===== config.mk =====
export PLATFORM = sky130hd
export DESIGN_NAME = car_lane_renderer
export DESIGN_NICKNAME = d
export VERILOG_FILES = /design/src/rtl/car_lane_renderer.sv
export SDC_FILE = /design/constraint.sdc
export NUM_CORES = 1
export LEC_CHECK = 0
export ABC_AREA = 1
export BUFFER_PORTS_ARGS = -buffer_cell sky130_fd_sc_hd__buf_4
export CELL_PAD_IN_SITES_DETAIL_PLACEMENT = 1
export CELL_PAD_IN_SITES_GLOBAL_PLACEMENT = 1
export CORE_ASPECT_RATIO = 1.5
export CORE_UTILIZATION = 41
export DETAILED_ROUTE_END_ITERATION = 10
export PLACE_DENSITY_LB_ADDON = 0.1
export SETUP_SLACK_MARGIN = 0.02
export SYNTH_ARGS = -nofsm -noshare
export SYNTH_HDL_FRONTEND = slang
export SYNTH_SLANG_ARGS = --single-unit
export TNS_END_PERCENT = 1

===== constraint.sdc =====
create_clock -name iClock -period 2.14 [get_ports iClock]
set_input_delay 0.214 -clock iClock [delete_from_list [all_inputs] [get_ports iClock]]
set_output_delay 0.214 -clock iClock [all_outputs]
set_load 0.01 [all_outputs]

===== src/rtl/car_lane_renderer.sv =====
// Car lane renderer: erases the player's car at its old lane and redraws it at
// the new lane, emitting one pixel per cycle for a 160x120 3-bit VGA adapter.
module car_lane_renderer #(
    parameter int unsigned CAR_W      = 8,
    parameter int unsigned CAR_H      = 12,
    parameter int unsigned CAR_Y      = 100,
    parameter int unsigned LANE0_X    = 36,
    parameter int unsigned LANE1_X    = 76,
    parameter int unsigned LANE2_X    = 116,
    parameter logic [2:0]  CAR_COLOUR = 3'b100,
    parameter logic [2:0]  BG_COLOUR  = 3'b000
) (
    input  logic       iClock,
    input  logic       iReset,
    input  logic [1:0] lane_select,
    output logic [8:0] oX,
    output logic [7:0] oY,
    output logic [2:0] oColour,
    output logic       oPlot,
    output logic       oBusy,
    output logic       oDone
);

    localparam int unsigned CNT_W = 5;
    localparam int unsigned X_W   = 9;
    localparam int unsigned Y_W   = 8;

    typedef enum logic [2:0] {
        S_INIT,
        S_IDLE,
        S_ERASE,
        S_DRAW,
        S_DONE
    } state_t;

    state_t             state_q, state_d;
    logic [1:0]         cur_lane_q, cur_lane_d;
    logic [1:0]         tgt_lane_q, tgt_lane_d;
    logic [CNT_W-1:0]   cx_q, cx_d;
    logic [CNT_W-1:0]   cy_q, cy_d;
    logic [X_W-1:0]     x_q, x_d;
    logic [Y_W-1:0]     y_q, y_d;
    logic [2:0]         colour_q, colour_d;
    logic               plot_q, plot_d;
    logic               busy_q, busy_d;
    logic               done_q, done_d;

    // Left column of the car for a given lane; lane 3 never reaches here.
    function automatic logic [X_W-1:0] lane_x(input logic [1:0] lane);
        case (lane)
            2'd0:    lane_x = X_W'(LANE0_X);
            2'd2:    lane_x = X_W'(LANE2_X);
            default: lane_x = X_W'(LANE1_X);
        endcase
    endfunction

    logic       last_col;
    logic       last_row;
    logic [1:0] pix_lane;

    // Next-state, counter and pixel output logic.
    always_comb begin
        state_d    = state_q;
        cur_lane_d = cur_lane_q;
        tgt_lane_d = tgt_lane_q;
        cx_d       = cx_q;
        cy_d       = cy_q;
        x_d        = x_q;
        y_d        = y_q;
        colour_d   = colour_q;
        plot_d     = 1'b0;
        busy_d     = 1'b0;
        done_d     = 1'b0;

        last_col = (cx_q == CNT_W'(CAR_W - 1));
        last_row = (cy_q == CNT_W'(CAR_H - 1));
        pix_lane = (state_q == S_ERASE) ? cur_lane_q : tgt_lane_q;

        case (state_q)
            S_INIT: begin
                tgt_lane_d = 2'd1;
                cx_d       = '0;
                cy_d       = '0;
                state_d    = S_DRAW;
            end
            S_IDLE: begin
                if (lane_select != 2'd3 && lane_select != cur_lane_q) begin
                    tgt_lane_d = lane_select;
                    state_d    = S_ERASE;
                end
            end
            S_ERASE, S_DRAW: begin
                x_d      = lane_x(pix_lane) + X_W'(cx_q);
                y_d      = Y_W'(CAR_Y) + Y_W'(cy_q);
                colour_d = (state_q == S_ERASE) ? BG_COLOUR : CAR_COLOUR;
                plot_d   = 1'b1;
                busy_d   = 1'b1;
                if (!last_col) begin
                    cx_d = cx_q + CNT_W'(1);
                end else begin
                    cx_d = '0;
                    if (!last_row) begin
                        cy_d = cy_q + CNT_W'(1);
                    end else begin
                        cy_d = '0;
                        if (state_q == S_ERASE) begin
                            state_d = S_DRAW;
                        end else begin
                            cur_lane_d = tgt_lane_q;
                            state_d    = S_DONE;
                        end
                    end
                end
            end
            S_DONE: begin
                done_d  = 1'b1;
                state_d = S_IDLE;
            end
            default: begin
                state_d = S_INIT;
            end
        endcase
    end

    // State and output registers with synchronous reset.
    always_ff @(posedge iClock) begin
        if (iReset) begin
            state_q    <= S_INIT;
            cur_lane_q <= 2'd1;
            tgt_lane_q <= 2'd1;
            cx_q       <= '0;
            cy_q       <= '0;
            x_q        <= '0;
            y_q        <= '0;
            colour_q   <= '0;
            plot_q     <= 1'b0;
            busy_q     <= 1'b0;
            done_q     <= 1'b0;
        end else begin
            state_q    <= state_d;
            cur_lane_q <= cur_lane_d;
            tgt_lane_q <= tgt_lane_d;
            cx_q       <= cx_d;
            cy_q       <= cy_d;
            x_q        <= x_d;
            y_q        <= y_d;
            colour_q   <= colour_d;
            plot_q     <= plot_d;
            busy_q     <= busy_d;
            done_q     <= done_d;
        end
    end

    assign oX      = x_q;
    assign oY      = y_q;
    assign oColour = colour_q;
    assign oPlot   = plot_q;
    assign oBusy   = busy_q;
    assign oDone   = done_q;

endmodule


Yosys cells after proc, flatten, opt, wreduce, memory -nomap -nowiden:

Cells that the tools add are included.

* register bits after elaboration: 39
* input port bits: 4
* logic and storage cells: 54

* add/sub/neg operators: 4
* equality and inequality tests: 12
* mux-type cells: 18
* reductions and logical operators: 10

Operator list (count)
* 5-bit case mux with 2 select lines: 2
* 3-bit two-way mux: 5
* 5-bit two-way mux: 3
* 7-bit case mux with 2 select lines: 1
* 3-bit case mux with 4 select lines: 1
* 5-bit by 1-bit adder with 5-bit output (second input constant): 2
* 9-bit by 5-bit adder with 9-bit output: 1
* 9-bit two-way mux: 1
* 7-bit by 5-bit adder with 8-bit output (first input constant): 1
* 2-bit inequality test (second input constant): 4
* 3-bit by 2-bit equality test with 1-bit output (second input constant): 2
* 3-bit AND reduction: 2
* 5-bit by 3-bit equality test with 1-bit output (second input constant): 1
* 5-bit by 4-bit equality test with 1-bit output (second input constant): 1
* 2-bit two-way mux: 2
* 2-bit case mux with 2 select lines: 1
* 2-bit AND reduction: 2
* 2-bit nonzero test: 2
* 3-bit by 1-bit equality test with 1-bit output (second input constant): 1
* 3-bit equality test (second input constant): 1
* 3-bit zero test: 1
* 2-bit equality test (second input constant): 1
* 2-bit zero test: 1
* 1-bit two-way mux: 2
* 3 further kinds: 3

Depth between registers and ports, before layout:

* depth in word-level cells: 6
* mapped depth: 14

Least setup slack after synthesis:

No wires, ideal clock.

* kind: flip-flop to flip-flop
* from: reg state_q[0]
* to: reg x_q[6] (netlist: oX[6])
* library setup time: 0.119 ns
* arrival: 1.608 ns
* data required time: 2.021 ns
* setup slack: 0.412 ns
* stages on the path, launching flop included: 12
* buffers on the path: 1
* clock period less this slack: 1.728 ns
* cell sequence: dfxtp_1 buf_6 nor2_4 nand2_4 o21ai_1 inv_1 nor2_1 ha_1 a21oi_1 nor2_1 nor2_1 a21oi_1

* longest elaborated chain between the ends: 6

RTL lines
* from (decl): RTL line 36 `state_t state_q, state_d;`
* from (signal assigned): RTL line 140 `state_q <= state_d;`
* 3-bit by 2-bit equality test with 1-bit output: RTL line 77, 79
* 2-bit two-way mux
* 2-bit equality test or 2-bit zero test (tied branches): RTL line 50 `case (lane)`
* 7-bit case mux with 2 select lines: RTL line 50
* 9-bit two-way mux: RTL line 79 `case (state_q)`
* 9-bit by 5-bit adder with 9-bit output: RTL line 93 `x_d = lane_x(pix_lane) + X_W'(cx_q);`
* to (signal assigned): RTL line 133 `x_q <= '0;`
* to (signal assigned): RTL line 145 `x_q <= x_d;`
* to (decl): RTL line 41 `logic [X_W-1:0] x_q, x_d;`

Several ways; a longest one is shown, not always the timed one. The select of a mux whose other input is x is not followed.
A chain may end at the register's enable or synchronous reset.

Worst setup path in the final report:

* from: reg state_q[2]
* to: reg x_q[7] (netlist: oX[7])

The elaborated chain is that of the path after synthesis.

==> results.json <==
{
  "status": "complete, no violations",
  "startpoint": "state_q[2]",
  "synth_cell_types": 35,
  "synth_area_leaders": "dfxtp_1 41%, nand2_1 7.0%, a21oi_1 6.2%",
  "ctsHoldBuffers": 0,
  "drtAntennaViolNets": 0,
  "ys_seq_area_share_pct": 40.65,
  "slew_viol_final": 0,
  "setup_viol": 0,
  "wirelength_um": 4104,
  "routabilityCongestion": 0.7445,
  "cp.buffers_inverters": 2,
  "dieArea_sq_mm": 0.004597,
  "nFillCells": 509,
  "cts_buffers": 5,
  "htreeDepth": 2,
  "total_power_mw": 2.181,
  "antenna_found_initial": 0,
  "end_kind": "register",
  "cts_tree": "done",
  "num_vias": 1536,
  "syn_to_final_growth_pct": 15.53,
  "worstSetupStartpointType": "register",
  "port_buffers": 23,
  "die_w_um": 55.69,
  "overflow": 0,
  "grt_use_total_pct": 19.49,
  "worst-path-stages": 12,
  "yosysWarnings": 0,
  "ios": 27,
  "yosys.area.top_type": "dfxtp_1",
  "final_nets": 263,
  "synth_top_area_share_pct": 40.65,
  "cts-root-buf": "clkbuf_8",
  "path_max_fanout": 6,
  "clockBufferDepth": 2,
  "worstPathRequired_ps": 2320,
  "drt-initial-drc-count": 32,
  "ys_ff_latch": 36,
  "seqPwrFrac_pct": 41.8,
  "postCtsSetupBuffers": 0,
  "endpoint": "oX[7]",
  "wire_per_inst_um": 13.82,
  "remaining_drc_errors": 0,
  "comb_power_share_pct": 34.6,
  "clock_sinks": 36,
  "p_sw_mw": 0.7987,
  "holdPathStages": 2,
  "r2r-start": "state_q[2]",
  "cpPeakStageDelay_ps": 370,
  "ir_worst_vdd_mv": 0.7330,
  "yosys.area_share.simple_pct": 24.70,
  "reg2reg_depth": 12,
  "synth_compound_area_share_pct": 16.02,
  "path_cells": "nor2_4, nand2_4, o21ai_2, inv_1, nor2_1, ha_1, nand2_1, inv_1, nand3_1, nand2_1, nand2_1, a21oi_1",
  "async_flop_share_pct": 0,
  "worstSetupPathType": "register to register",
  "layout-drive-gt1-share_pct": 19.84,
  "finalHoldViolCount": 0,
  "synth_cells": 230,
  "firstDrtPassIters": 4,
  "clk_pin_slew_ps": 70,
  "core_area_sq_mm": 0.004029,
  "critPathTopFamily": "simple AND/OR/NAND/NOR gates",
  "placed_cells": 290,
  "avgViaCountPerCell": 5.172,
  "cpMostUsedCell": "nand2_1",
  "fmax_mhz": 545.1,
  "syn_area_per_cell_sq_um": 7.708,
  "grt_max_degree": 20,
  "place_ws_ps": 203.6,
  "grt_pass1_wl_um": 6927,
  "syn-cell-area_sq_mm": 0.001773,
  "min_path_type": "primary input to register",
  "dpl.hpwl_um": 3155,
  "grt_pass1_vias": 1524,
  "leakagePower_nw": 0.9275,
  "r2r_slack_ps": 310,
  "power_frac_clock_pct": 23.6,
  "arrival_ps": 2010,
  "synth_xor_area_share_pct": 2.964,
  "internal_power_mw": 1.382,
  "die_h_um": 82.54,
  "synthAdderAreaFrac_pct": 4.940,
  "fin_cells": 297,
  "swShare_pct": 36.62,
  "rsz0062_at_grt": "false",
  "synth_edf_count": 0,
  "ys.flop_type": "dfxtp_1",
  "whs_ps": 178.1,
  "powerDensity_mw_per_mm2": 1065,
  "synth_top_family_by_area": "simple AND/OR/NAND/NOR gates",
  "synthMuxAreaShare_pct": 0,
  "clock_latency_ps": 280,
  "period_minus_slack_ps": 1835,
  "fin_ws_ps": 305.5,
  "regToRegEndpoint": "oX[7]",
  "fin_crit_sh_pct": 85.73,
  "max_cap_violations": 0,
  "placementRows": 28,
  "start_util_pct": 44.01,
  "antenna_cells": 0,
  "crit_slowest_cell": "dfxtp_1",
  "skew_ps": 5.043,
  "setup_tns_ps": 0
}
## timing repair
action / in CTS / in global routing
hold endpoints to repair: 0 / 0
setup endpoints to repair: 0 / 3
resized for setup: 0 / 3
## stage by stage
stage               instance area (sq um)  util (%)
CTS                                  2042     50.68
detailed placement                   1946     48.29
finish                               2048     50.84
global route                         2048     50.84
floorplan                            1780         -
global placement                     1946     48.29
## power by group through the flow
stage	clock [mW]	combinational (mW)	sequential (mW)
floorplan	0	0.511	0.928
global placement	0	0.753	0.919
detailed placement	0	0.762	0.922
CTS	0.534	0.764	0.909
global route	0.556	0.847	0.929
finish	0.515	0.754	0.912
## how the worst min path moves through the flow
stage               endpoint  slack [ps]           start
2_1_floorplan  tgt_lane_q[1]         370  lane_select[1]
6_report               oY[7]         180          iReset
4_1_cts                oY[7]         170          iReset
3_3_place_gp           oY[7]         460           oY[7]
5_1_grt           state_q[0]         190          iReset
3_5_place_dp           oY[7]         470           oY[7]
## per-layer routing
metal,GRT usage (%),share of wire (%),vias up
met1,19.81,40,726
met3,3.271,2.6,7
met4,8.250,1.6,0
met5,0,0,-
li1,-,-,785
met2,39.04,55,18
## area by class of cell
cell class / instances / area [sq um] / area share, %
Inverter: 28 / 107.6 / 5.254
Tap cell: 45 / 56.30 / 2.749
Sequential cell: 36 / 723.2 / 35.31
Multi-Input combinational cell: 156 / 877.1 / 42.82
Timing Repair Buffer: 25 / 187.7 / 9.163
Clock buffer: 7 / 96.34 / 4.704
## cell usage in the layout (no fill, tap or decap), types with 2 or more instances in the layout
| master | instances |
|---|---|
| dfxtp_1 | 34 |
| nand2_1 | 33 |
| nor2_1 | 26 |
| inv_1 | 25 |
| buf_4 | 25 |
| a21oi_1 | 22 |
| o21ai_0 | 19 |
| nand3_1 | 12 |
| ha_1 | 7 |
| clkbuf_8 | 7 |
| nand2_4 | 4 |
| nor3_1 | 4 |
| xor2_1 | 4 |
| conb_1 | 3 |
| inv_2 | 2 |
| xnor2_1 | 2 |
| o21ai_1 | 2 |
| o211ai_1 | 2 |
| nand4_1 | 2 |
| dfxtp_2 | 2 |
## kinds of logic after synthesis
group                    after synthesis
AND/OR/NAND/NOR                       89
XOR/XNOR                               6
AO/OA/AOI/OAI                         51
adder cells (fa/ha/maj)                7
flip-flops                            36
other                                  1
buffers and inverters                 40
## sequential cells by signal, summed over array words and instances (netlist names)
name        flops
cy_q            5
oY              8
cx_q            5
tgt_lane_q      2
oBusy           1
cur_lane_q      2
oDone           1
oColour         1
oX              8
state_q         3
## Yosys cell counts, types with 2 or more instances
master	n
o21ai_0	19
nor2_1	26
buf_6	2
ha_1	7
nand2_1	33
a21oi_1	22
clkbuf_1	3
xor2_1	4
nand2_4	4
o211ai_1	2
nand3_1	12
buf_4	4
xnor2_1	2
inv_1	25
dfxtp_1	36
o21ai_1	3
nor3_1	4
buf_2	3
nand4_1	2
inv_2	2
(Power assumes the default switching activity.)
